$ cat config.mk
export PLATFORM = sky130hd
export DESIGN_NAME = ref_sample_buffer
export DESIGN_NICKNAME = d
export VERILOG_FILES = /design/src/rtl/ref_sample_buffer.sv
export SDC_FILE = /design/constraint.sdc
export NUM_CORES = 1
export LEC_CHECK = 0
export ABC_AREA = 0
export BUFFER_PORTS_ARGS = -buffer_cell sky130_fd_sc_hd__buf_4
export CORE_MARGIN = 4
export CORE_UTILIZATION = 24
export DETAILED_ROUTE_END_ITERATION = 6
export SETUP_SLACK_MARGIN = 0.3
export SYNTH_ARGS = -nofsm -noshare
export SYNTH_HDL_FRONTEND = slang
export SYNTH_SLANG_ARGS = --single-unit
$ cat constraint.sdc
create_clock -name clk -period 11.55 [get_ports clk]
set_input_delay 1.7325 -clock clk [delete_from_list [all_inputs] [get_ports clk]]
set_output_delay 1.7325 -clock clk [all_outputs]
set_load 0.005 [all_outputs]
$ cat src/rtl/ref_sample_buffer.sv
// Reference-sample store for intra prediction: fills top/left arrays from an
// HEVC substitution-order scan, backfills the leading unavailable run, serves registered reads.
module ref_sample_buffer #(
    parameter int DATA_WIDTH = 8,
    parameter int ADDR_WIDTH = 8,
    parameter int MAX_LOG2   = 5
) (
    input  logic                  clk,
    input  logic                  rst,
    input  logic                  load_start,
    input  logic [2:0]            log2_size,
    input  logic                  ld_valid,
    input  logic                  ld_avail,
    input  logic [DATA_WIDTH-1:0] ld_data,
    output logic                  ready,
    input  logic [ADDR_WIDTH-1:0] address_RAM,
    input  logic                  en_top,
    input  logic                  en_left,
    output logic [DATA_WIDTH-1:0] top_data,
    output logic [DATA_WIDTH-1:0] left_data,
    output logic                  top_valid,
    output logic                  left_valid
);
    localparam int DEPTH = 2 * (1 << MAX_LOG2) + 1;
    localparam int IW    = $clog2(DEPTH);
    localparam int PW    = MAX_LOG2 + 3;
    localparam logic [DATA_WIDTH-1:0] MID_LEVEL = {1'b1, {(DATA_WIDTH-1){1'b0}}};

    typedef enum logic [1:0] {S_IDLE, S_LOAD, S_BACKFILL, S_READY} state_t;

    state_t                state_q;
    logic [2:0]            lg_q;
    logic [PW-1:0]         p_q;
    logic [PW-1:0]         k_q;
    logic [PW-1:0]         k_d;
    logic                  seen_q;
    logic [DATA_WIDTH-1:0] last_q;
    logic [DATA_WIDTH-1:0] fill_q;
    logic                  ready_q;
    logic [DATA_WIDTH-1:0] top_data_q;
    logic [DATA_WIDTH-1:0] left_data_q;
    logic                  top_valid_q;
    logic                  left_valid_q;

    logic [DATA_WIDTH-1:0] top_mem  [DEPTH];
    logic [DATA_WIDTH-1:0] left_mem [DEPTH];

    logic [2:0]            lg_in;
    logic [PW-1:0]         two_n;
    logic [PW-1:0]         four_n;
    logic                  accept;
    logic                  wr_en;
    logic [PW-1:0]         wr_pos;
    logic [DATA_WIDTH-1:0] wr_val;
    logic                  top_we;
    logic                  left_we;
    logic [IW-1:0]         top_idx;
    logic [IW-1:0]         left_idx;
    logic [31:0]           addr_w;
    logic [IW-1:0]         rd_idx;

    always_comb begin
        if (log2_size < 3'd2) begin
            lg_in = 3'd2;
        end else if (32'(log2_size) > MAX_LOG2) begin
            lg_in = 3'(MAX_LOG2);
        end else begin
            lg_in = log2_size;
        end
        two_n  = PW'(1) << (lg_q + 3'd1);
        four_n = PW'(1) << (lg_q + 3'd2);
        accept = (state_q == S_LOAD) && ld_valid && !load_start;
        k_d    = k_q;
        if (accept && !ld_avail && !seen_q) begin
            k_d = k_q + PW'(1);
        end
    end

    // Substitution write port; leading unavailable samples are skipped and written later in BACKFILL.
    always_comb begin
        wr_en  = 1'b0;
        wr_pos = p_q;
        wr_val = ld_data;
        if (accept) begin
            if (ld_avail) begin
                wr_en = 1'b1;
            end else if (seen_q) begin
                wr_en  = 1'b1;
                wr_val = last_q;
            end
        end else if (state_q == S_BACKFILL && !load_start) begin
            wr_en  = 1'b1;
            wr_val = fill_q;
        end

        top_we   = 1'b0;
        left_we  = 1'b0;
        top_idx  = '0;
        left_idx = '0;
        if (wr_pos < two_n) begin
            left_we  = wr_en;
            left_idx = IW'(two_n - wr_pos);
        end else if (wr_pos == two_n) begin
            top_we  = wr_en;
            left_we = wr_en;
        end else begin
            top_we  = wr_en;
            top_idx = IW'(wr_pos - two_n);
        end

        addr_w = 32'(address_RAM);
        rd_idx = (addr_w > 32'(two_n)) ? IW'(two_n) : IW'(addr_w);
    end

    always_ff @(posedge clk) begin
        if (top_we) begin
            top_mem[top_idx] <= wr_val;
        end
        if (left_we) begin
            left_mem[left_idx] <= wr_val;
        end
    end

    always_ff @(posedge clk or posedge rst) begin
        if (rst) begin
            state_q      <= S_IDLE;
            lg_q         <= 3'd2;
            p_q          <= '0;
            k_q          <= '0;
            seen_q       <= 1'b0;
            last_q       <= '0;
            fill_q       <= '0;
            ready_q      <= 1'b0;
            top_data_q   <= '0;
            left_data_q  <= '0;
            top_valid_q  <= 1'b0;
            left_valid_q <= 1'b0;
        end else begin
            top_valid_q  <= 1'b0;
            left_valid_q <= 1'b0;
            // Reads use the pre-edge ready, so a read alongside load_start is still served.
            if (ready_q && en_top) begin
                top_data_q  <= top_mem[rd_idx];
                top_valid_q <= 1'b1;
            end
            if (ready_q && en_left) begin
                left_data_q  <= left_mem[rd_idx];
                left_valid_q <= 1'b1;
            end

            if (load_start) begin
                state_q <= S_LOAD;
                lg_q    <= lg_in;
                p_q     <= '0;
                k_q     <= '0;
                seen_q  <= 1'b0;
                fill_q  <= MID_LEVEL;
                ready_q <= 1'b0;
            end else begin
                case (state_q)
                    S_LOAD: begin
                        if (accept) begin
                            if (ld_avail) begin
                                last_q <= ld_data;
                                seen_q <= 1'b1;
                                if (!seen_q) begin
                                    fill_q <= ld_data;
                                end
                            end
                            k_q <= k_d;
                            if (p_q == four_n) begin
                                p_q     <= '0;
                                state_q <= (k_d != '0) ? S_BACKFILL : S_READY;
                            end else begin
                                p_q <= p_q + PW'(1);
                            end
                        end
                    end
                    S_BACKFILL: begin
                        if (p_q == k_q - PW'(1)) begin
                            state_q <= S_READY;
                        end else begin
                            p_q <= p_q + PW'(1);
                        end
                    end
                    S_READY: ready_q <= 1'b1;
                    default: ;
                endcase
            end
        end
    end

    assign ready      = ready_q;
    assign top_data   = top_data_q;
    assign left_data  = left_data_q;
    assign top_valid  = top_valid_q;
    assign left_valid = left_valid_q;
endmodule

==> metrics.md <==
| Metric | Value |
|---|---|
| Initial antenna violation count | `1` |
| Synthesized Nets | `around 3,300` |
| Ordered cell list for the critical path | `buf_4 -> ha_1 -> nand4_4 -> nor2_1 -> or2_2 -> o211ai_4 -> buf_4 -> nand2_8 -> buf_12 -> mux2i_1 -> o22ai_1 -> a2111oi_0 -> nand4_1 -> o21a_1` |
| Crit path required time | `12,110 ps` |
| First-pass GRT wire length | `186,000 µm` |
| Pwr dens | `~190 nW/µm²` |
| Top routing layer used | `met4` |
| Setup bufs post-CTS | `0` |
| Starting Density | `0.242` |
| Final Skew | `around 44 ps` |
| DR iter-0 viols | `between 3,000 and 4,000` |
| Worst path arrival time | `7540 ps` |
| Synthesized cell area | `between 40,000 and 50,000 µm²` |
| Worst path depth | `14` |
| R2R depth | `14` |
| Residual DRC | `0` |
| Die Wd | `440 µm` |
| Placed cells | `5,683` |
| Remaining global-route overflow | `0` |
| Worst Setup Start Kind | `primary input` |
| Nets@finish | `3,369` |
| Hold buffer count at cts | `0` |
| Asr flop ratio synth | `0.0520` |
| Core area | `185,000 µm²` |
| Worst path bufs/invs | `3` |
| Pre-Repair DR Iteration Count | `6` |
| H-Tree Depth | `3` |
| Vias in the first global route | `between 20,000 and 30,000` |
| Rows | `roughly 160` |
| Leakage power | `roughly 17 nW` |
| Rel. slew slack | `0.259` |
| R2R Path End | `top_data[3]$_DFFE_PP0P_` |
| Net switching power | `roughly 2.6 mW` |
| EDFF count, synth | `1,040` |
| DP HPWL | `80,000 µm` |
| Post-detailed-route count of antenna-violating nets | `0` |
| Register area share after synthesis | `0.729` |
| Hold Fails Final Rpt | `0` |
| Worst Setup SP | `address_RAM[1]` |
| CP max FO | `128` |
| Root buffer cell | `clkbuf_16` |
| Met1 WL | `53,400 µm` |
| Fmax achieved | `~140 MHz` |
| Critical Path Sink | `top_data[3]$_DFFE_PP0P_` |
| Final-report setup violation count | `0` |
| Crit Reg-Reg Startpoint | `lg_q[0]$_DFFE_PP0P_` |
| Clock buffer depth | `3` |
| Sequential Power Share | `0.476` |
| Die extent in y | `about 440 µm` |
| Design area | `51,800 µm²` |
| Family with the most delay on the worst path | `simple AND/OR/NAND/NOR gates` |
| Unique masters post-synth | `72` |
| Most used DFF post-synth | `edfxtp_1` |
| Routed len/inst | `approximately 22 µm` |
| Worst path most repeated cell | `buf_4` |
| Place WS | `between 4000 and 5000 ps` |
| I/O pins | `45` |
| Pin count of the biggest net entering global routing | `129` |
| VDD IR-drop max | `131 µV` |
| Layout cells sized above 1 | `0.0966` |
| Min Tclk post-route | `~7000 ps` |
| Slew of the pin with the lowest slew margin | `1110 ps` |
| Layout area overhead | `15.5%` |
| Total track usage | `0.128` |
| Setup TNS | `0 ps` |
| Crit Path Category | `primary input to flip-flop` |
| Switch share | `0.273` |
| Post-Place Cell Area | `48,000 µm²` |
| RSZ-0062 raised after global routing | `no` |
| Crit. End Element | `flip-flop` |
| WL met2 | `around 60,000 µm` |
| Via density | `4.76` |
| I/O Buffers | `44` |
| CTS clock-pin slew for the worst setup and hold paths | `around 70 ps` |
| Reg-to-reg setup timing slack | `4840 ps` |
| DRT Wirelength | `128,000 µm` |
| # resized after CTS | `0` |
| Gpl congestion | `approximately 0.90` |
| Yosys top cell area share | `0.697` |
| Maxcap violations | `0` |
| Full die area | `194,000 µm²` |
| Slew Limit Fails | `0` |
| Yosys warnings | `0` |
| CTS buffer count | `approximately 110` |
| Synthesized instance count | `3,281` |
| Avg Cell Area, Syn | `13.7 µm²` |
| Combinational Power Share | `0.144` |
| Clock Power Share | `0.379` |
| Finished Layout Cells | `5,896` |
| Status | `complete, no violations` |
| WL met3 | `around 9400 µm` |
| Worst path slowest cell | `a2111oi_0` |
| HP Start | `fill_q[3]$_DFFE_PP0P_` |
| Crit path largest cell delay | `750 ps` |
| Clk sinks | `1,097` |
| Vias | `28,058` |
| Area leader, netlist | `edfxtp_1` |
| Internal | `6.98 mW` |
| FF+latch count, synth | `1,097` |
| Synth area leaders | `edfxtp_1 70%, nand2_1 5.3%, mux2i_1 3.9%, dfrtp_1 3.1%, nand3_1 2.2%` |
| Period utilization | `0.604` |
| TritonCTS clock tree | `built` |
| HP Class | `flip-flop to flip-flop` |
| Fill cells | `18,846` |
| Post-route setup slack | `~4600 ps` |
| Clock Latency Late Sink | `roughly 700 ps` |
## power by group through the flow
| stage | logic [mW] | clock network [mW] | registers [mW] |
|---|---|---|---|
| after CTS | 1.38 | 3.69 | 4.57 |
| after floorplan | 0.823 | 0 | 4.62 |
| after global placement | 1.36 | 0 | 4.65 |
| after global routing | 1.48 | 3.85 | 4.57 |
| after detailed placement | 1.37 | 0 | 4.65 |
| final | 1.38 | 3.64 | 4.57 |
## worst min path at each step
stage,end,slack (ps),depth (start not counted)
after floorplan,fill_q[0]$_DFFE_PP0P_,450,2
after global placement,fill_q[0]$_DFFE_PP0P_,470,2
after detailed placement,fill_q[3]$_DFFE_PP0P_,470,2
after CTS,fill_q[5]$_DFFE_PP0P_,490,2
after global routing,fill_q[4]$_DFFE_PP0P_,510,2
final,fill_q[3]$_DFFE_PP0P_,490,2
## layout make-up
type                       instances  area (µm²)  area share
clock inverter                    70         712      0.0138
tap                             2480        3100      0.0599
multi-input combinational       1974       11400       0.220
clock buffer                     142        3000      0.0580
sequential                      1097       32700       0.631
inverter                          31         116     0.00225
timing repair buffer             101         771      0.0149
antenna                            1        2.50   0.0000483
## cells in the mapped netlist (all sizes together) (3+ instances only)
| master | count |
|---|---|
| a2111oi | 17 |
| a211oi | 39 |
| a21o | 11 |
| a21oi | 102 |
| a221oi | 4 |
| a311oi | 9 |
| a31oi | 88 |
| a32oi | 30 |
| and2 | 9 |
| and3 | 30 |
| and4 | 8 |
| buf | 94 |
| clkbuf | 85 |
| dfrtp | 56 |
| edfxtp | 1040 |
| ha | 25 |
| inv | 31 |
| mux2 | 16 |
| mux2i | 176 |
| nand2 | 640 |
| nand2b | 10 |
| nand3 | 196 |
| nand4 | 53 |
| nor2 | 215 |
| nor2b | 8 |
| nor3 | 15 |
| nor4 | 18 |
| nor4bb | 3 |
| o211ai | 6 |
| o21a | 19 |
| o21ai | 48 |
| o21bai | 4 |
| o22a | 11 |
| o22ai | 88 |
| or3 | 3 |
| xnor2 | 28 |
| xor2 | 15 |
## worst min-delay path: stages (launching register included)
cell and delay, ps:
dfrtp_1 340, nand2_1 50, o21ai_0 60
## metrics by stage
stage	total power [mW]	utilization	hold WS (ps)
final	9.59	0.279	486
after global routing	9.90	0.279	515
after CTS	9.63	0.279	488
after detailed placement	6.02	0.259	473
after global placement	6.01	0.259	465
after floorplan	5.44	-	450
## cells by family (layout without fill, tap and decap cells)
logic type | Yosys count | count (layout) | share of synthesized area
AO/OA/AOI/OAI | 496 | 496 | 0.0735
XOR/XNOR | 43 | 43 | 0.00841
adder cells (fa/ha/maj) | 28 | 28 | 0.00810
buffers and inverters | 210 | 344 | 0.0202
flip-flops | 1097 | 1097 | 0.729
multiplexers | 192 | 192 | 0.0434
other | 0 | 1 | 0
AND/OR/NAND/NOR | 1215 | 1215 | 0.117
## flip-flops by register name (all words and copies together), names as in the netlist, 2 cells and up
register and count:
left_data 8, k_q 8, left_mem 520, top_data 8
lg_q 3, fill_q 8, top_mem 520, state_q 2
last_q 8, p_q 8
## cells in the final DEF (no fill, tap or decap), types with 11 or more instances in the layout
cell       Yosys  final
mux2i_1      175    174
a32oi_1       30     30
clkinv_1       0     20
a21o_1        11     11
mux2_2        16     16
o21a_1        19     18
o22a_1        11     11
o22ai_1       88     88
ha_1          25     25
and3_1        30     30
nor3_1        15     15
clkbuf_1      85     20
clkbuf_16      0    111
clkinv_2       0     24
dfrtp_1       56     56
a211oi_1      37     37
inv_1         30     29
xnor2_1       28     28
buf_4          4    100
nand3_1      196    196
nor2_1       213    204
a21oi_1      100     97
a31oi_1       88     87
nand2_1      638    638
a2111oi_0     15     15
edfxtp_1    1040   1040
nor4_1        18     18
bufinv_16      0     11
nand4_1       52     52
xor2_1        15     15
o21ai_0       44     44
clkbuf_8       0     11
## layer usage
metal / track usage / vias to the layer above
met5: 0 / -
met4: 0.0518 / 0
met3: 0.0230 / 233
met2: 0.206 / 1187
met1: 0.170 / 14201
li1: - / 12437
Power figures use the tool's default switching activity.
